==> config.mk <==
export PLATFORM = sky130hd
export DESIGN_NAME = opb_master_cmd_bridge
export DESIGN_NICKNAME = d
export VERILOG_FILES = /design/src/rtl/opb_master_pkg.sv /design/src/rtl/opb_master_wdog.sv /design/src/rtl/opb_master_cmd_bridge.sv
export SDC_FILE = /design/constraint.sdc
export NUM_CORES = 1
export LEC_CHECK = 0
export CAP_MARGIN = 5
export CORE_MARGIN = 2
export CORE_UTILIZATION = 42
export CTS_CLUSTER_SIZE = 40
export DETAILED_ROUTE_END_ITERATION = 10
export GPL_TIMING_DRIVEN = 0
export PLACE_DENSITY = 0.88
export SLEW_MARGIN = 20
export SYNTH_ARGS = -nofsm -noshare
export SYNTH_HDL_FRONTEND = slang
export SYNTH_HIERARCHICAL = 1
export SYNTH_SLANG_ARGS = --single-unit
==> constraint.sdc <==
create_clock -name OPB_Clk -period 2.4 [get_ports OPB_Clk]
set_input_delay 0.72 -clock OPB_Clk [delete_from_list [all_inputs] [get_ports OPB_Clk]]
set_output_delay 0.72 -clock OPB_Clk [all_outputs]
set_load 0.05 [all_outputs]
==> src/rtl/opb_master_pkg.sv <==
// Shared types and constants for the single-transaction OPB master bridge.
package opb_master_pkg;

    localparam int unsigned C_OPB_AWIDTH_DFLT = 32;
    localparam int unsigned C_OPB_DWIDTH_DFLT = 32;

    typedef enum logic [2:0] {
        IDLE,
        REQ,
        XFER,
        BACKOFF,
        RESP
    } state_t;

    localparam logic [1:0] ST_OK         = 2'd0;
    localparam logic [1:0] ST_ERR        = 2'd1;
    localparam logic [1:0] ST_TIMEOUT    = 2'd2;
    localparam logic [1:0] ST_RETRY_FAIL = 2'd3;

endpackage

==> src/rtl/opb_master_wdog.sv <==
// Loadable cycle counter that saturates at TERMINAL and flags it on tc.
module opb_master_wdog #(
    parameter int unsigned WIDTH    = 5,
    parameter int unsigned TERMINAL = 31
) (
    input  logic             clk,
    input  logic             rst,
    input  logic             clr,
    input  logic             load,
    input  logic [WIDTH-1:0] load_val,
    input  logic             en,
    output logic [WIDTH-1:0] cnt,
    output logic             tc
);

    logic [WIDTH-1:0] cnt_q;

    assign tc  = (cnt_q == WIDTH'(TERMINAL));
    assign cnt = cnt_q;

    always_ff @(posedge clk) begin
        if (rst || clr) begin
            cnt_q <= '0;
        end else if (load) begin
            cnt_q <= load_val;
        end else if (en && !tc) begin
            cnt_q <= cnt_q + 1'b1;
        end
    end

endmodule

==> src/rtl/opb_master_cmd_bridge.sv <==
// Single-command OPB master: takes one user read/write, runs it on OPB, returns data and status.
module opb_master_cmd_bridge
    import opb_master_pkg::*;
#(
    parameter int unsigned C_OPB_AWIDTH  = C_OPB_AWIDTH_DFLT,
    parameter int unsigned C_OPB_DWIDTH  = C_OPB_DWIDTH_DFLT,
    parameter string       C_FAMILY      = "virtex6",
    parameter int unsigned C_MAX_RETRY   = 4,
    parameter int unsigned C_WDOG_CYCLES = 32
) (
    input  logic                    OPB_Clk,
    input  logic                    OPB_Rst,
    output logic                    M_request,
    output logic                    M_busLock,
    output logic                    M_select,
    output logic                    M_RNW,
    output logic [0:3]              M_BE,
    output logic                    M_seqAddr,
    output logic [0:C_OPB_AWIDTH-1] M_ABus,
    output logic [0:C_OPB_DWIDTH-1] M_DBus,
    input  logic                    OPB_MGrant,
    input  logic                    OPB_xferAck,
    input  logic                    OPB_errAck,
    input  logic                    OPB_retry,
    input  logic                    OPB_timeout,
    input  logic [0:C_OPB_DWIDTH-1] OPB_DBus,
    input  logic                    cmd_valid,
    output logic                    cmd_ready,
    input  logic                    cmd_rnw,
    input  logic [31:0]             cmd_addr,
    input  logic [31:0]             cmd_wdata,
    input  logic [3:0]              cmd_be,
    output logic                    rsp_valid,
    output logic [31:0]             rsp_rdata,
    output logic [1:0]              rsp_status
);

    localparam int unsigned WdogW = $clog2(C_WDOG_CYCLES);

    state_t      state_q, state_d;
    logic        rnw_q, rnw_d;
    logic [31:0] addr_q, addr_d;
    logic [31:0] wdata_q, wdata_d;
    logic [3:0]  be_q, be_d;
    logic [3:0]  retry_q, retry_d;
    logic [31:0] rdata_q, rdata_d;
    logic [1:0]  status_q, status_d;

    logic [WdogW-1:0] wdog_cnt;
    logic             wdog_tc;
    logic             in_xfer;

    assign in_xfer = (state_q == XFER);

    opb_master_wdog #(
        .WIDTH    (WdogW),
        .TERMINAL (C_WDOG_CYCLES - 1)
    ) u_wdog (
        .clk      (OPB_Clk),
        .rst      (OPB_Rst),
        .clr      (!in_xfer),
        .load     (1'b0),
        .load_val ('0),
        .en       (in_xfer),
        .cnt      (wdog_cnt),
        .tc       (wdog_tc)
    );

    always_ff @(posedge OPB_Clk) begin
        if (OPB_Rst) begin
            state_q  <= IDLE;
            rnw_q    <= 1'b0;
            addr_q   <= '0;
            wdata_q  <= '0;
            be_q     <= '0;
            retry_q  <= '0;
            rdata_q  <= '0;
            status_q <= ST_OK;
        end else begin
            state_q  <= state_d;
            rnw_q    <= rnw_d;
            addr_q   <= addr_d;
            wdata_q  <= wdata_d;
            be_q     <= be_d;
            retry_q  <= retry_d;
            rdata_q  <= rdata_d;
            status_q <= status_d;
        end
    end

    always_comb begin
        state_d  = state_q;
        rnw_d    = rnw_q;
        addr_d   = addr_q;
        wdata_d  = wdata_q;
        be_d     = be_q;
        retry_d  = retry_q;
        rdata_d  = rdata_q;
        status_d = status_q;
        unique case (state_q)
            IDLE: begin
                if (cmd_valid) begin
                    rnw_d   = cmd_rnw;
                    addr_d  = cmd_addr;
                    wdata_d = cmd_wdata;
                    be_d    = cmd_be;
                    retry_d = '0;
                    state_d = REQ;
                end
            end
            REQ: begin
                if (OPB_MGrant) state_d = XFER;
            end
            XFER: begin
                // Response priority: errAck, xferAck, retry, then timeout/watchdog.
                if (OPB_errAck) begin
                    status_d = ST_ERR;
                    rdata_d  = '0;
                    state_d  = RESP;
                end else if (OPB_xferAck) begin
                    status_d = ST_OK;
                    rdata_d  = rnw_q ? OPB_DBus : '0;
                    state_d  = RESP;
                end else if (OPB_retry) begin
                    if (retry_q == 4'(C_MAX_RETRY)) begin
                        status_d = ST_RETRY_FAIL;
                        rdata_d  = '0;
                        state_d  = RESP;
                    end else begin
                        retry_d = retry_q + 4'd1;
                        state_d = BACKOFF;
                    end
                end else if (OPB_timeout || wdog_tc) begin
                    status_d = ST_TIMEOUT;
                    rdata_d  = '0;
                    state_d  = RESP;
                end
            end
            BACKOFF: state_d = REQ;
            RESP:    state_d = IDLE;
            default: state_d = IDLE;
        endcase
    end

    // Bus outputs are zero whenever the master does not own the data phase (OR-bus).
    assign M_busLock  = 1'b0;
    assign M_seqAddr  = 1'b0;
    assign M_request  = (state_q == REQ);
    assign M_select   = in_xfer;
    assign M_RNW      = in_xfer & rnw_q;
    assign M_BE       = in_xfer ? be_q : 4'b0;
    assign M_ABus     = in_xfer ? addr_q : '0;
    assign M_DBus     = (in_xfer && !rnw_q) ? wdata_q : '0;
    assign cmd_ready  = (state_q == IDLE) && !OPB_Rst;
    assign rsp_valid  = (state_q == RESP);
    assign rsp_rdata  = rdata_q;
    assign rsp_status = status_q;

endmodule

==> out/summary.txt, run 1 <==
die area: 12650 sq um
Worst Reg2Reg Path Length in Cells: 9
FF+latch count, synth: 115
dpl cell area: 7368 sq um
Total GRT Usage: 24.37%
Sw Ratio: 24.43%
Clock Skew: 5.392 ps
Sum Neg Setup Slack: -11560 ps
Worst Hold Depth: 2
total vias in the final route: 5041
core area: 11470 sq um
Die W: 112.5 microns
CTS tree: built
post-synthesis sequential area ratio: 46.61%
drt total wl: 15910 microns
Hold/Removal Path Class: reg -> reg
final setup vio count: 99
RSZ-0062 raised after global routing: true
slack of the critical path: -259.2 ps
Synth top area share: 46.61%
clk sinks: 115
worst slew pin tran: 931.0 ps
Crit. Startpoint: state_q[2]
Hold Startpoint: addr_q[3]
Synth Flop Type: dfxtp_1
vias in the first global route: 4962
Tmin final: 2659 ps
max_cap viols: 0
post-layout util: 74.30%
area leader, netlist: dfxtp_1
number of antenna violations at the first check in global routing: 0
placer congestion estimate: 0.7885
htree depth: 4
status: complete, but fails checks
Comb pwr share: 14.2%
internal power: 4.139 mW
Final #Nets: 983
leading cell type in the layout, fill and taps excluded: nand2_1
Final Instance Area: 8521 sq um
arrival time worst endpoint: 1940 ps
PortBufs: 215
Synth Warn #: 6
Clock transition at path regs: 50 ps
vias per inst: 4.913
first drt pass iteration count: 4
switching pwr: 1.338 mW
# diodes: 0
num rows: 39
Synth Instances: 612
count of cell types in the netlist: 38
number of CTS-inserted buffers: 17
asr flop ratio synth: 0%
EDFF count, synth: 0
Worst Hold Margin: 447.4 ps
critical path class: reg -> out
Ports: 218
slew margin rel.: 37.06%
root buffer cell: clkbuf_16
CTS Hold Bufs: 0
Routed Antenna Nets: 0
Crit. End Element: output port
DR iter-0 viols: 248
sequential share of power: 37.5%
synth top area cells: dfxtp_1 47%, nand2_1 16%, and2_1 9.1%
Critical Path Start Type: flip-flop
first-pass GRT wire length: 24510 microns
Peak VDD IR: 434.1 uV
PwrDens: 642.8 nW/um^2
Avg Cell Area, Syn: 8.071 sq um
Peak Freq: 376.1 MHz
worst skew pair latency: 400 ps
clock share of power: 48.3%
final hold violation count: 0
CP Max Fanout: 8
Crit Reg-Reg Startpoint: u_wdog/cnt[0]
Max Root-Sink Buffers: 2
Worst Path Required: 1680 ps
max-slew violations: 0
Pleak: 3.351 nW
post-detail-place hpwl: 10340 microns
Area Overhead vs Synth: 72.49%
WL/cell: 15.51 microns
die height: 112.5 microns
Filler cells: 835
failing checks: negative setup slack
initial core utilization: 43.08%
layout cell share with drive strength beyond 1: 22.76%
largest net degree at the start of global routing: 17
GR Overflow Total: 0
commonest cells after routing, fill and taps aside: 204 x nand2_1, 141 x clkdlybuf4s50_1, 111 x dfxtp_1, 77 x a21oi_1, 39 x buf_8
Residual DRC: 0
Final period util: 110.8%
Synth Cell Area: 4940 sq um
==> logic make-up after synthesis <==
kind of cell	synth area share (%)
flip-flops	46.61
buffers and inverters	5.420
AO/OA/AOI/OAI	10.49
adder cells (fa/ha/maj)	1.013
multiplexers	7.092
other	0.07591
XOR/XNOR	0.5320
AND/OR/NAND/NOR	28.77
==> critical path, stage by stage (launching register included) <==
cell and delay (ps):
dfxtp_4 360, nor3b_4 220, buf_6 150, clkinvlp_4 100, nor2_4 120, buf_12 160, clkbuf_16 150, and2_4 140
buf_8 140
==> synth_stat cells, drive strengths merged, types with 4 or more instances <==
cell type	instances
nand2	204
dfxtp	115
a21oi	77
and2	73
clkbuf	38
mux2i	35
nor2	10
buf	8
nand3	8
a2111oi	4
ha	4
inv	4
o21ai	4
==> power by group through the flow <==
stage               Sequential [mW]  Clock, mW  Combinational, mW
CTS                            2.05       2.68              0.745
finish                         2.05       2.64              0.780
floorplan                      2.09          0              0.373
detailed placement             2.09          0              0.688
global route                   2.07       2.77              0.841
global placement               2.08          0              0.681
==> timing repair <==
action,4_1_cts,5_1_grt
endpoints found under the hold margin,0,0
setup endpoints to repair,143,104
pin swaps,21,7
gates cloned,2,3
buffers inserted,12,1
resized for setup,560,56
==> worst paths after layout <==
kind,to,slack [ps]
worst max-delay path,M_DBus[19],-260
worst min register to register,addr_q[3],450
worst min-delay path,addr_q[3],450
worst max register to register,rsp_status[0],90
==> cell type report <==
class | count | area (sq um) | area share (%)
Buffer | 45 | 341.6 | 4.009
Clock inverter | 9 | 125.1 | 1.468
Timing Repair Buffer | 233 | 2497 | 29.31
Sequential cell | 115 | 2315 | 27.17
Multi-Input combinational cell | 452 | 2539 | 29.79
Clock buffer | 23 | 498.0 | 5.844
Inverter | 6 | 26.28 | 0.3084
Tap cell | 143 | 178.9 | 2.100
==> registers in the layout (all words and copies together) (netlist names) <==
register	cells
addr_q	32
rsp_rdata	32
wdata_q	32
u_wdog/cnt	5
be_q	4
retry_q	4
state_q	3
rsp_status	2
rnw_q	1
==> stage by stage <==
stage | total power, mW | instances | setup WS, ps
after global routing | 5.673 | 1026 | -296.5
after detailed placement | 2.776 | 977 | -1427
after CTS | 5.472 | 1022 | -283.6
after global placement | 2.764 | 977 | -1432
after floorplan | 2.458 | 619 | -98.04
final | 5.477 | 1026 | -259.2
==> per-layer routing <==
metal	up-vias	global-route usage, %	share of wire (%)
met4	0	10.81	2.0
met5	-	0	0
li1	2483	-	-
met1	2355	27.70	40
met3	25	8.639	7.6
met2	178	41.29	50
Note: power is estimated with default switching activity, not from simulation.
==> run 2, diff against run 1 <==
--- a/config.mk
+++ b/config.mk
@@ -5,7 +5,7 @@
 export SDC_FILE = /design/constraint.sdc
 export NUM_CORES = 1
 export LEC_CHECK = 0
-export CAP_MARGIN = 5
+export CAP_MARGIN = 20
 export CORE_MARGIN = 2
 export CORE_UTILIZATION = 42
 export CTS_CLUSTER_SIZE = 40
==> results of run 2 <==
No change in the layout: final DEF, timing and power equal those of run 1.
==> run 3, diff against run 2 <==
--- a/config.mk
+++ b/config.mk
@@ -7,11 +7,11 @@
 export LEC_CHECK = 0
 export CAP_MARGIN = 20
 export CORE_MARGIN = 2
-export CORE_UTILIZATION = 42
+export CORE_UTILIZATION = 35
 export CTS_CLUSTER_SIZE = 40
 export DETAILED_ROUTE_END_ITERATION = 10
 export GPL_TIMING_DRIVEN = 0
-export PLACE_DENSITY = 0.88
+export PLACE_DENSITY = 0.77
 export SLEW_MARGIN = 20
 export SYNTH_ARGS = -nofsm -noshare
 export SYNTH_HDL_FRONTEND = slang
==> run 3 against run 2 <==
Critical path type unchanged. Sequential power about the same. Largest cell class unchanged. Clock-buffer cell count decreased by 3. The run still ends with negative setup slack left. Global-route usage decreased by 4.1 points.
==> out/summary.txt, run 3 (synthesis results as in run 1) <==
status: complete, but fails checks
failing checks: negative setup slack
Residual DRC: 0
root buffer cell: clkbuf_16
Ports: 218
critical path class: reg -> out
WL/cell: 14.36 microns
Total GRT Usage: 20.28%
slack of the critical path: -269.9 ps
slowest CP cell: dfxtp_4
first-pass GRT wire length: 23640 microns
Peak Freq: 374.5 MHz
Area Overhead vs Synth: 74.01%
Pleak: 3.341 nW
die area: 15080 sq um
Tmin final: 2670 ps
num rows: 43
Routed Antenna Nets: 0
layout cell share with drive strength beyond 1: 22.68%
total vias in the final route: 4966
WP buf/inv: 5
Max Root-Sink Buffers: 2
core area: 13830 sq um
clock share of power: 48.1%
placer congestion estimate: 0.7612
vias in the first global route: 5016
Clock Skew: 6.036 ps
Final #Nets: 982
critical path's top delay family: buffers and inverters
switching pwr: 1.344 mW
internal power: 4.089 mW
Comb pwr share: 14.1%
pre-CTS setup slack: -1459 ps
PortBufs: 215
Crit. End Element: output port
placed cell count: 1014
Die W: 122.8 microns
Hold/Removal Path Class: reg -> reg
clk sinks: 115
leading cell type in the layout, fill and taps excluded: nand2_1
PwrDens: 632.1 nW/um^2
Sw Ratio: 24.73%
GR Overflow Total: 0
Crit. Startpoint: state_q[2]
CP peak stage delay: 350 ps
slew margin rel.: 63.36%
first drt pass iteration count: 4
worst skew pair latency: 410 ps
vias per inst: 4.676
Worst Path Required: 1680 ps
Critical Path Start Type: flip-flop
max_cap viols: 0
Clock transition at path regs: 50 ps
number of antenna violations at the first check in global routing: 0
# diodes: 0
CTS Hold Bufs: 0
initial core utilization: 35.73%
non-filler instance count after layout: 1062
total power: 5.433 mW
final setup vio count: 69
RSZ-0062 raised after global routing: true
arrival time worst endpoint: 1950 ps
Hold Startpoint: be_q[2]
crit-path cells: nor3b_4 > buf_6 > clkinvlp_4 > nor2_4 > buf_12 > clkbuf_8 > and2_2 > buf_8
Crit Reg-Reg Startpoint: u_wdog/cnt[0]
DR iter-0 viols: 179
htree depth: 4
max-slew violations: 0
largest net degree at the start of global routing: 17
Peak VDD IR: 589.3 uV
sequential share of power: 37.8%
Final period util: 111.2%
die height: 122.8 microns
worst slew pin tran: 547.9 ps
post-detail-place hpwl: 10490 microns
number of CTS-inserted buffers: 17
drt total wl: 15250 microns
final hold violation count: 0
CTS tree: built
CP Max Fanout: 8
commonest cells after routing, fill and taps aside: 204 x nand2_1, 141 x clkdlybuf4s50_1, 112 x dfxtp_1, 77 x a21oi_1, 42 x buf_6
[run 3: timing repair]
item / in CTS / in global routing
resized for setup: 563 / 60
pin swaps: 28 / 3
gates cloned: 3 / 1
hold endpoints to repair: 0 / 0
setup buffers: 10 / 4
endpoints found under the setup margin: 145 / 80
[run 3: metal layers]
| layer | wire [microns] | up-vias | global-route usage (%) | part of all wire (%) |
|---|---|---|---|---|
| met3 | 1325 | 31 | 8.271 | 8.7 |
| met5 | 0 | - | 0 | 0 |
| li1 | - | 2479 | - | - |
| met1 | 6058 | 2288 | 22.41 | 40 |
| met2 | 7492 | 168 | 33.70 | 49 |
| met4 | 376 | 0 | 9.770 | 2.5 |
[run 3: cell type report]
type | instances | area, sq um
fillers | 1206 | 5231
repair buffers | 233 | 2540
multi-input cells | 452 | 2530
flip-flops and latches | 115 | 2313
clock buffers | 20 | 466.7
plain buffers | 44 | 340.3
well taps | 180 | 225.2
clock inverters | 12 | 153.9
inverters | 6 | 26.28
[run 3: final timing paths]
kind                                 endpoint  slack, ps  cells after the start
worst max-delay path                M_DBus[5]       -270                      8
worst min-delay path                  be_q[2]        450                      2
worst max register to register  rsp_status[0]        130                      9
worst min register to register        be_q[2]        450                      2
[run 3: per-stage QoR]
stage	cell area [sq um]	util, %	hold WS, ps	setup TNS (ps)
after detailed placement	7415	53.62	442.2	-123680
after global routing	8596	62.17	462.7	-15720
after CTS	8396	60.72	449.8	-13340
after global placement	7415	53.62	437.1	-123610
final	8596	62.17	446.7	-10440
after floorplan	5037	-	431.7	-2179
[run 3: tightest hold or removal path, delay by kind of cell (launching register included)]
| kind | cells | cell delay (ps) |
|---|---|---|
| DFF | 1 | 300 |
| and+or+nand+nor | 1 | 50 |
| AOI/OAI and AO/OA | 1 | 50 |
[run 3: power by group through the flow]
| stage | logic [mW] | registers (mW) | clock network (mW) |
|---|---|---|---|
| after floorplan | 0.373 | 2.09 | 0 |
| after global placement | 0.688 | 2.08 | 0 |
| after detailed placement | 0.691 | 2.09 | 0 |
| after CTS | 0.746 | 2.05 | 2.66 |
| after global routing | 0.832 | 2.06 | 2.76 |
| final | 0.764 | 2.05 | 2.62 |
